**src/rtl/multicycle_controller_if.sv**
```systemverilog
// Control bundle between the multicycle FSM (master) and the datapath (slave).
interface multicycle_controller_if;
    logic [5:0] Op;
    logic       Zero;
    logic       MemReady;

    logic       IorD;
    logic       MemRead;
    logic       MemWrite;
    logic       IRWrite;
    logic       RegDst;
    logic       MemtoReg;
    logic       RegWrite;
    logic       ALUSrcA;
    logic       Branch;
    logic       PCWrite;
    logic       PCEn;
    logic [1:0] ALUSrcB;
    logic [1:0] ALUOp;
    logic [1:0] PCSrc;
    logic [3:0] State;

    modport master (
        input  Op, Zero, MemReady,
        output IorD, MemRead, MemWrite, IRWrite, RegDst, MemtoReg, RegWrite,
               ALUSrcA, Branch, PCWrite, PCEn, ALUSrcB, ALUOp, PCSrc, State
    );

    modport slave (
        output Op, Zero, MemReady,
        input  IorD, MemRead, MemWrite, IRWrite, RegDst, MemtoReg, RegWrite,
               ALUSrcA, Branch, PCWrite, PCEn, ALUSrcB, ALUOp, PCSrc, State
    );
endinterface

```
**src/rtl/multicycle_controller.sv**
```systemverilog
// Moore FSM sequencing a multicycle MIPS datapath (R-type, lw, sw, beq, addi, j).
// Defining MULTICYCLE_BNE_EN adds a bne state (code 12) that branches on ~Zero.
module multicycle_controller (
    input logic                     clk,
    input logic                     rst_n,
    multicycle_controller_if.master bus
);

    localparam logic [5:0] OP_RTYPE = 6'b000000;
    localparam logic [5:0] OP_LW    = 6'b100011;
    localparam logic [5:0] OP_SW    = 6'b101011;
    localparam logic [5:0] OP_BEQ   = 6'b000100;
    localparam logic [5:0] OP_ADDI  = 6'b001000;
    localparam logic [5:0] OP_J     = 6'b000010;
`ifdef MULTICYCLE_BNE_EN
    localparam logic [5:0] OP_BNE   = 6'b000101;
`endif

    typedef enum logic [3:0] {
        FETCH  = 4'd0,
        DECODE = 4'd1,
        MEMADR = 4'd2,
        MEMRD  = 4'd3,
        MEMWB  = 4'd4,
        MEMWR  = 4'd5,
        EXEC   = 4'd6,
        ALUWB  = 4'd7,
        BEQ    = 4'd8,
        ADDIEX = 4'd9,
        ADDIWB = 4'd10,
`ifdef MULTICYCLE_BNE_EN
        JUMP   = 4'd11,
        BNE    = 4'd12
`else
        JUMP   = 4'd11
`endif
    } state_t;

    state_t state_q;
    state_t state_d;

    logic       iord;
    logic       mem_read;
    logic       mem_write;
    logic       ir_write;
    logic       reg_dst;
    logic       memto_reg;
    logic       reg_write;
    logic       alu_src_a;
    logic       branch;
    logic       pc_write;
    logic [1:0] alu_src_b;
    logic [1:0] alu_op;
    logic [1:0] pc_src;
`ifdef MULTICYCLE_BNE_EN
    logic       branch_ne;
`endif

    always_ff @(posedge clk or negedge rst_n) begin
        if (!rst_n) begin
            state_q <= FETCH;
        end else begin
            state_q <= state_d;
        end
    end

    always_comb begin
        state_d = FETCH;
        case (state_q)
            FETCH:  state_d = bus.MemReady ? DECODE : FETCH;
            DECODE: begin
                case (bus.Op)
                    OP_LW, OP_SW: state_d = MEMADR;
                    OP_RTYPE:     state_d = EXEC;
                    OP_BEQ:       state_d = BEQ;
                    OP_ADDI:      state_d = ADDIEX;
                    OP_J:         state_d = JUMP;
`ifdef MULTICYCLE_BNE_EN
                    OP_BNE:       state_d = BNE;
`endif
                    default:      state_d = FETCH;
                endcase
            end
            // Op is re-examined here; anything but lw/sw abandons the access.
            MEMADR: begin
                if (bus.Op == OP_SW) begin
                    state_d = MEMWR;
                end else if (bus.Op == OP_LW) begin
                    state_d = MEMRD;
                end else begin
                    state_d = FETCH;
                end
            end
            MEMRD:  state_d = bus.MemReady ? MEMWB : MEMRD;
            MEMWB:  state_d = FETCH;
            MEMWR:  state_d = bus.MemReady ? FETCH : MEMWR;
            EXEC:   state_d = ALUWB;
            ALUWB:  state_d = FETCH;
            BEQ:    state_d = FETCH;
            ADDIEX: state_d = ADDIWB;
            ADDIWB: state_d = FETCH;
            JUMP:   state_d = FETCH;
`ifdef MULTICYCLE_BNE_EN
            BNE:    state_d = FETCH;
`endif
            default: state_d = FETCH;
        endcase
    end

    // Outputs are gated by rst_n directly so an in-flight access drops
    // the instant reset asserts, without waiting for a clock edge.
    always_comb begin
        iord      = 1'b0;
        mem_read  = 1'b0;
        mem_write = 1'b0;
        ir_write  = 1'b0;
        reg_dst   = 1'b0;
        memto_reg = 1'b0;
        reg_write = 1'b0;
        alu_src_a = 1'b0;
        branch    = 1'b0;
        pc_write  = 1'b0;
        alu_src_b = 2'b00;
        alu_op    = 2'b00;
        pc_src    = 2'b00;
`ifdef MULTICYCLE_BNE_EN
        branch_ne = 1'b0;
`endif
        if (rst_n) begin
            case (state_q)
                FETCH: begin
                    mem_read  = 1'b1;
                    alu_src_b = 2'b01;
                    ir_write  = bus.MemReady;
                    pc_write  = bus.MemReady;
                end
                DECODE: begin
                    alu_src_b = 2'b11;
                end
                MEMADR, ADDIEX: begin
                    alu_src_a = 1'b1;
                    alu_src_b = 2'b10;
                end
                MEMRD: begin
                    iord     = 1'b1;
                    mem_read = 1'b1;
                end
                MEMWB: begin
                    memto_reg = 1'b1;
                    reg_write = 1'b1;
                end
                MEMWR: begin
                    iord      = 1'b1;
                    mem_write = 1'b1;
                end
                EXEC: begin
                    alu_src_a = 1'b1;
                    alu_op    = 2'b10;
                end
                ALUWB: begin
                    reg_dst   = 1'b1;
                    reg_write = 1'b1;
                end
                BEQ: begin
                    alu_src_a = 1'b1;
                    alu_op    = 2'b01;
                    pc_src    = 2'b01;
                    branch    = 1'b1;
                end
                ADDIWB: begin
                    reg_write = 1'b1;
                end
                JUMP: begin
                    pc_src   = 2'b10;
                    pc_write = 1'b1;
                end
`ifdef MULTICYCLE_BNE_EN
                BNE: begin
                    alu_src_a = 1'b1;
                    alu_op    = 2'b01;
                    pc_src    = 2'b01;
                    branch_ne = 1'b1;
                end
`endif
                default: begin
                end
            endcase
        end
    end

    assign bus.IorD     = iord;
    assign bus.MemRead  = mem_read;
    assign bus.MemWrite = mem_write;
    assign bus.IRWrite  = ir_write;
    assign bus.RegDst   = reg_dst;
    assign bus.MemtoReg = memto_reg;
    assign bus.RegWrite = reg_write;
    assign bus.ALUSrcA  = alu_src_a;
    assign bus.Branch   = branch;
    assign bus.PCWrite  = pc_write;
    assign bus.ALUSrcB  = alu_src_b;
    assign bus.ALUOp    = alu_op;
    assign bus.PCSrc    = pc_src;
    assign bus.State    = state_q;

`ifdef MULTICYCLE_BNE_EN
    assign bus.PCEn = pc_write | (branch & bus.Zero) | (branch_ne & ~bus.Zero);
`else
    assign bus.PCEn = pc_write | (branch & bus.Zero);
`endif

endmodule

```
**src/flat_wrapper.sv**
```systemverilog
// flat-port wrapper written by rule: the top's interface ports become plain ports
module multicycle_controller_flat 
  (clk, rst_n, bus_Op, bus_Zero, bus_MemReady, bus_IorD, bus_MemRead, bus_MemWrite, bus_IRWrite, bus_RegDst, bus_MemtoReg, bus_RegWrite, bus_ALUSrcA, bus_Branch, bus_PCWrite, bus_PCEn, bus_ALUSrcB, bus_ALUOp, bus_PCSrc, bus_State);
  multicycle_controller_if bus_i ();
  input logic clk;
  input logic rst_n;
  input wire logic [$bits(bus_i.Op)-1:0] bus_Op;
  input wire logic [$bits(bus_i.Zero)-1:0] bus_Zero;
  input wire logic [$bits(bus_i.MemReady)-1:0] bus_MemReady;
  output wire logic [$bits(bus_i.IorD)-1:0] bus_IorD;
  output wire logic [$bits(bus_i.MemRead)-1:0] bus_MemRead;
  output wire logic [$bits(bus_i.MemWrite)-1:0] bus_MemWrite;
  output wire logic [$bits(bus_i.IRWrite)-1:0] bus_IRWrite;
  output wire logic [$bits(bus_i.RegDst)-1:0] bus_RegDst;
  output wire logic [$bits(bus_i.MemtoReg)-1:0] bus_MemtoReg;
  output wire logic [$bits(bus_i.RegWrite)-1:0] bus_RegWrite;
  output wire logic [$bits(bus_i.ALUSrcA)-1:0] bus_ALUSrcA;
  output wire logic [$bits(bus_i.Branch)-1:0] bus_Branch;
  output wire logic [$bits(bus_i.PCWrite)-1:0] bus_PCWrite;
  output wire logic [$bits(bus_i.PCEn)-1:0] bus_PCEn;
  output wire logic [$bits(bus_i.ALUSrcB)-1:0] bus_ALUSrcB;
  output wire logic [$bits(bus_i.ALUOp)-1:0] bus_ALUOp;
  output wire logic [$bits(bus_i.PCSrc)-1:0] bus_PCSrc;
  output wire logic [$bits(bus_i.State)-1:0] bus_State;
  assign bus_i.Op = bus_Op;
  assign bus_i.Zero = bus_Zero;
  assign bus_i.MemReady = bus_MemReady;
  assign bus_IorD = bus_i.IorD;
  assign bus_MemRead = bus_i.MemRead;
  assign bus_MemWrite = bus_i.MemWrite;
  assign bus_IRWrite = bus_i.IRWrite;
  assign bus_RegDst = bus_i.RegDst;
  assign bus_MemtoReg = bus_i.MemtoReg;
  assign bus_RegWrite = bus_i.RegWrite;
  assign bus_ALUSrcA = bus_i.ALUSrcA;
  assign bus_Branch = bus_i.Branch;
  assign bus_PCWrite = bus_i.PCWrite;
  assign bus_PCEn = bus_i.PCEn;
  assign bus_ALUSrcB = bus_i.ALUSrcB;
  assign bus_ALUOp = bus_i.ALUOp;
  assign bus_PCSrc = bus_i.PCSrc;
  assign bus_State = bus_i.State;
  multicycle_controller u_core (.clk(clk), .rst_n(rst_n), .bus(bus_i));
endmodule
```
**config.mk**
```make
export PLATFORM = sky130hd
export DESIGN_NAME = multicycle_controller_flat
export DESIGN_NICKNAME = d
export VERILOG_FILES = /design/src/rtl/multicycle_controller_if.sv /design/src/rtl/multicycle_controller.sv /design/src/flat_wrapper.sv
export SDC_FILE = /design/constraint.sdc
export NUM_CORES = 1
export LEC_CHECK = 0
export ABC_AREA = 1
export BUFFER_PORTS_ARGS = -buffer_cell sky130_fd_sc_hd__buf_2
export CAP_MARGIN = 15
export CORE_AREA = 8 8 45 47
export DETAILED_ROUTE_END_ITERATION = 12
export DIE_AREA = 0 0 53 55
export GPL_TIMING_DRIVEN = 0
export MAX_ROUTING_LAYER = met4
export PLACE_DENSITY = 0.7
export SLEW_MARGIN = 40
export SYNTH_ARGS = -nofsm -noshare
export SYNTH_HDL_FRONTEND = slang
export SYNTH_SLANG_ARGS = --single-unit
```
**constraint.sdc**
```tcl
create_clock -name clk -period 2.2 [get_ports clk]
set_input_delay 0 -clock clk [delete_from_list [all_inputs] [get_ports clk]]
set_output_delay 0 -clock clk [all_outputs]
set_load 0.05 [all_outputs]
```
==> results.yml <==
worst_setup_path:
  critical-path-top-cell-by-count: "sky130_fd_sc_hd__nor2_2"
  required_ps: 2200
  crit_path_max_fanout: 4
  timing.critical_path.cells: "nor2_2, nand3_1, nor2_2, nor2_2, nand2_1, buf_2"
  crit_type: "reg2out"
  crit_path_dat_ps: 1490
  timing.critical_path.from_type: "flip-flop"
  critical-path-max-stage-delay_ps: 430
  cp_slowest_cell: "sky130_fd_sc_hd__dfrtp_1"
  endpoint_kind: "primary output"
cts:
  cts_max_path_buffers: 2
  cts-buffers-inserted: 3
  cts_tree: "built"
  htree_num_levels: 1
  post-cts-setup-buffer-count: 0
  cts-root-buf: "sky130_fd_sc_hd__clkbuf_4"
  clock_latency_ps: 240
  postCtsHoldBufs: 1
  sink_count: 4
  ctsResizeCount: 0
  clkTransAtPathRegs_ps: 30
synthesis:
  synth.avg_cell_area_um2: 5.578
  synth_nets: 106
  synth_cells: 96
  yosysSeqAreaShare: 0.1869
  synth_seq_cells: 4
  synth_cell_types: 17
  mappedNetlistArea_um2: 535.5
  yosysWarnings: 0
power:
  power_report.internal_total_mw: 0.1775
  power.share.sequential: 0.257
  p_per_area_nw_per_um2: 449.4
  comb_power_share: 0.468
  power_switching_share: 0.4648
  p_leak_nw: 0.4704
  power.clock.fraction: 0.275
  finalPower_mw: 0.3317
  peakVddDrop_uv: 229.2
  switching_power_mw: 0.1542
timing:
  timing.slew.headroom: 0.7960
  achievable-frequency_mhz: 668.9
  setup_viol_count_final: 0
  finalHoldViolCount: 0
  period_needed_ps: 1495
  worst_slew_pin_slew_ps: 306.0
  rsz0062_at_grt: "false"
  minimum_hold_slack_ps: 102.4
  drv_slew: 0
  finalSetupTns_ps: 0
  fraction_of_the_cycle_the_final_worst_path_needs: 0.6795
  worst_clk_skew_ps: 0.2863
routing:
  detail_route.wl_per_cell_um: 10.68
  drt_first_iter_violations: 14
  finalWirelength_um: 1560
  routed-via-count: 705
  drc_errors: 0
  firstDrtPassIters: 4
  final_antenna_net_count: 0
  drt-vias-per-instance: 4.829
final_layout:
  diodes: 0
  synthesis_to_layout_area_growth_pct: 37.85
  layout.cell_area.non_filler_um2: 738.2
  final_layout_size_suffix_gt1_frac: 0.4154
  final_nets: 142
  largest_reg_flops: 4
placed_design:
  dpl-instance-area_um2: 705.7
  final_replace_weighted_congestion: 0.8466
  io_buffers: 30
  detailedPlacementHpwl_um: 1346
global_routing:
  grt_pass1_vias: 642
  grt_start_max_net_pins: 9
  overflow: 0
  grt_usage: 0.1213
  antenna_found_initial: 0
  grt_pass1_wl_um: 2587
floorplanning:
  fp.dieH_um: 55
  die_w_um: 53
  core_region_area_um2: 1384
  floorplan.initialDensity: 0.3870
  io_pins: 31
  fp_rows: 14
  area_of_the_die_um2: 2915
job:
  timing.max_cap.violations: 0
min_path:
  hold_class: "in2reg"
run_status:
  status: "complete, no violations"
## cell families after synthesis
kind of cell / count (synthesis) / share of synthesized area
and+or+nand+nor: 70 / 0.6285
AOI/OAI and AO/OA: 6 / 0.06541
buffers and inverters: 16 / 0.1192
DFF: 4 / 0.1869
## layer usage
layer,track usage,share of wire,up-vias,routed length [µm]
met5,-,0,-,0
met1,0.1206,0.38,298,600
met4,0.06466,0.015,0,24
met3,0.05080,0.14,3,225
li1,-,-,374,-
met2,0.1992,0.45,30,709
## cell usage in the layout, fill, tap and decap left out, drive strengths merged, types with 2 or more instances in the layout
| cell | Yosys | routed |
|---|---|---|
| buf | 1 | 31 |
| nor2 | 29 | 29 |
| nand2 | 24 | 24 |
| inv | 15 | 15 |
| nand3 | 12 | 12 |
| dfrtp | 4 | 4 |
| clkbuf | 0 | 3 |
| nand4 | 2 | 2 |
| nor3 | 2 | 2 |
| a21oi | 2 | 2 |
| o22ai | 2 | 2 |
## metrics by stage
step,util,std cells,setup WS (ps)
2_1_floorplan,-,96,156.3
5_1_grt,0.5335,146,531.5
6_report,0.5335,146,705.0
4_1_cts,0.5335,146,688.2
3_5_place_dp,0.5099,142,939.9
3_3_place_gp,0.5099,142,948.6
## cell type report
class,count,area (µm²)
fillers,146,645.6
multi-input cells,76,371.6
repair buffers,31,160.2
flip-flops and latches,4,100.1
inverters,15,56.30
clock buffers,3,22.52
well taps,16,20.02
plain buffers,1,7.507
## critical path, delay by kind of cell, from the launching register on
family / cells / cell delay (ps)
flops: 1 / 430
simple gates: 5 / 560
buf+inv: 1 / 250
## power groups by stage
stage | registers [mW] | clock network, mW | logic (mW)
2_1_floorplan | 0.101 | 0 | 0.100
3_5_place_dp | 0.0863 | 0 | 0.155
4_1_cts | 0.0854 | 0.0935 | 0.156
5_1_grt | 0.0867 | 0.0983 | 0.168
3_3_place_gp | 0.0862 | 0 | 0.154
6_report | 0.0853 | 0.0912 | 0.155
## synthesized netlist by cell type
cell                        n  area share
sky130_fd_sc_hd__o21a_1     1       0.014
sky130_fd_sc_hd__o22ai_1    2       0.023
sky130_fd_sc_hd__nand2_2    6       0.070
sky130_fd_sc_hd__inv_1     10       0.070
sky130_fd_sc_hd__dfrtp_1    4        0.19
sky130_fd_sc_hd__nand4_1    2       0.023
sky130_fd_sc_hd__nand3b_1   1       0.014
sky130_fd_sc_hd__o21ai_1    1      0.0093
sky130_fd_sc_hd__nor2_4     2       0.042
sky130_fd_sc_hd__inv_2      5       0.035
sky130_fd_sc_hd__buf_4      1       0.014
sky130_fd_sc_hd__a21oi_1    2       0.019
sky130_fd_sc_hd__nor2_2     7       0.082
sky130_fd_sc_hd__nor3_1     2       0.019
sky130_fd_sc_hd__nand2_1   18        0.13
sky130_fd_sc_hd__nand3_1   12        0.11
sky130_fd_sc_hd__nor2_1    20        0.14
## worst paths after layout
| check | startpoint | to | cells after the start | slack, ps |
|---|---|---|---|---|
| worst max-delay path | u_core.bus.State[2]$_DFF_PN0_ | bus_PCEn | 6 | 710 |
| worst max register to register | u_core.bus.State[3]$_DFF_PN0_ | u_core.bus.State[2]$_DFF_PN0_ | 5 | 1070 |
| worst min-delay path | bus_Op[4] | u_core.bus.State[2]$_DFF_PN0_ | 4 | 100 |
| worst min register to register | u_core.bus.State[2]$_DFF_PN0_ | u_core.bus.State[3]$_DFF_PN0_ | 3 | 690 |
| max in group asynchronous | rst_n | u_core.bus.State[3]$_DFF_PN0_ | 2 | 1890 |
| min in group asynchronous | rst_n | u_core.bus.State[0]$_DFF_PN0_ | 2 | 140 |
Power figures use the tool's default switching activity.
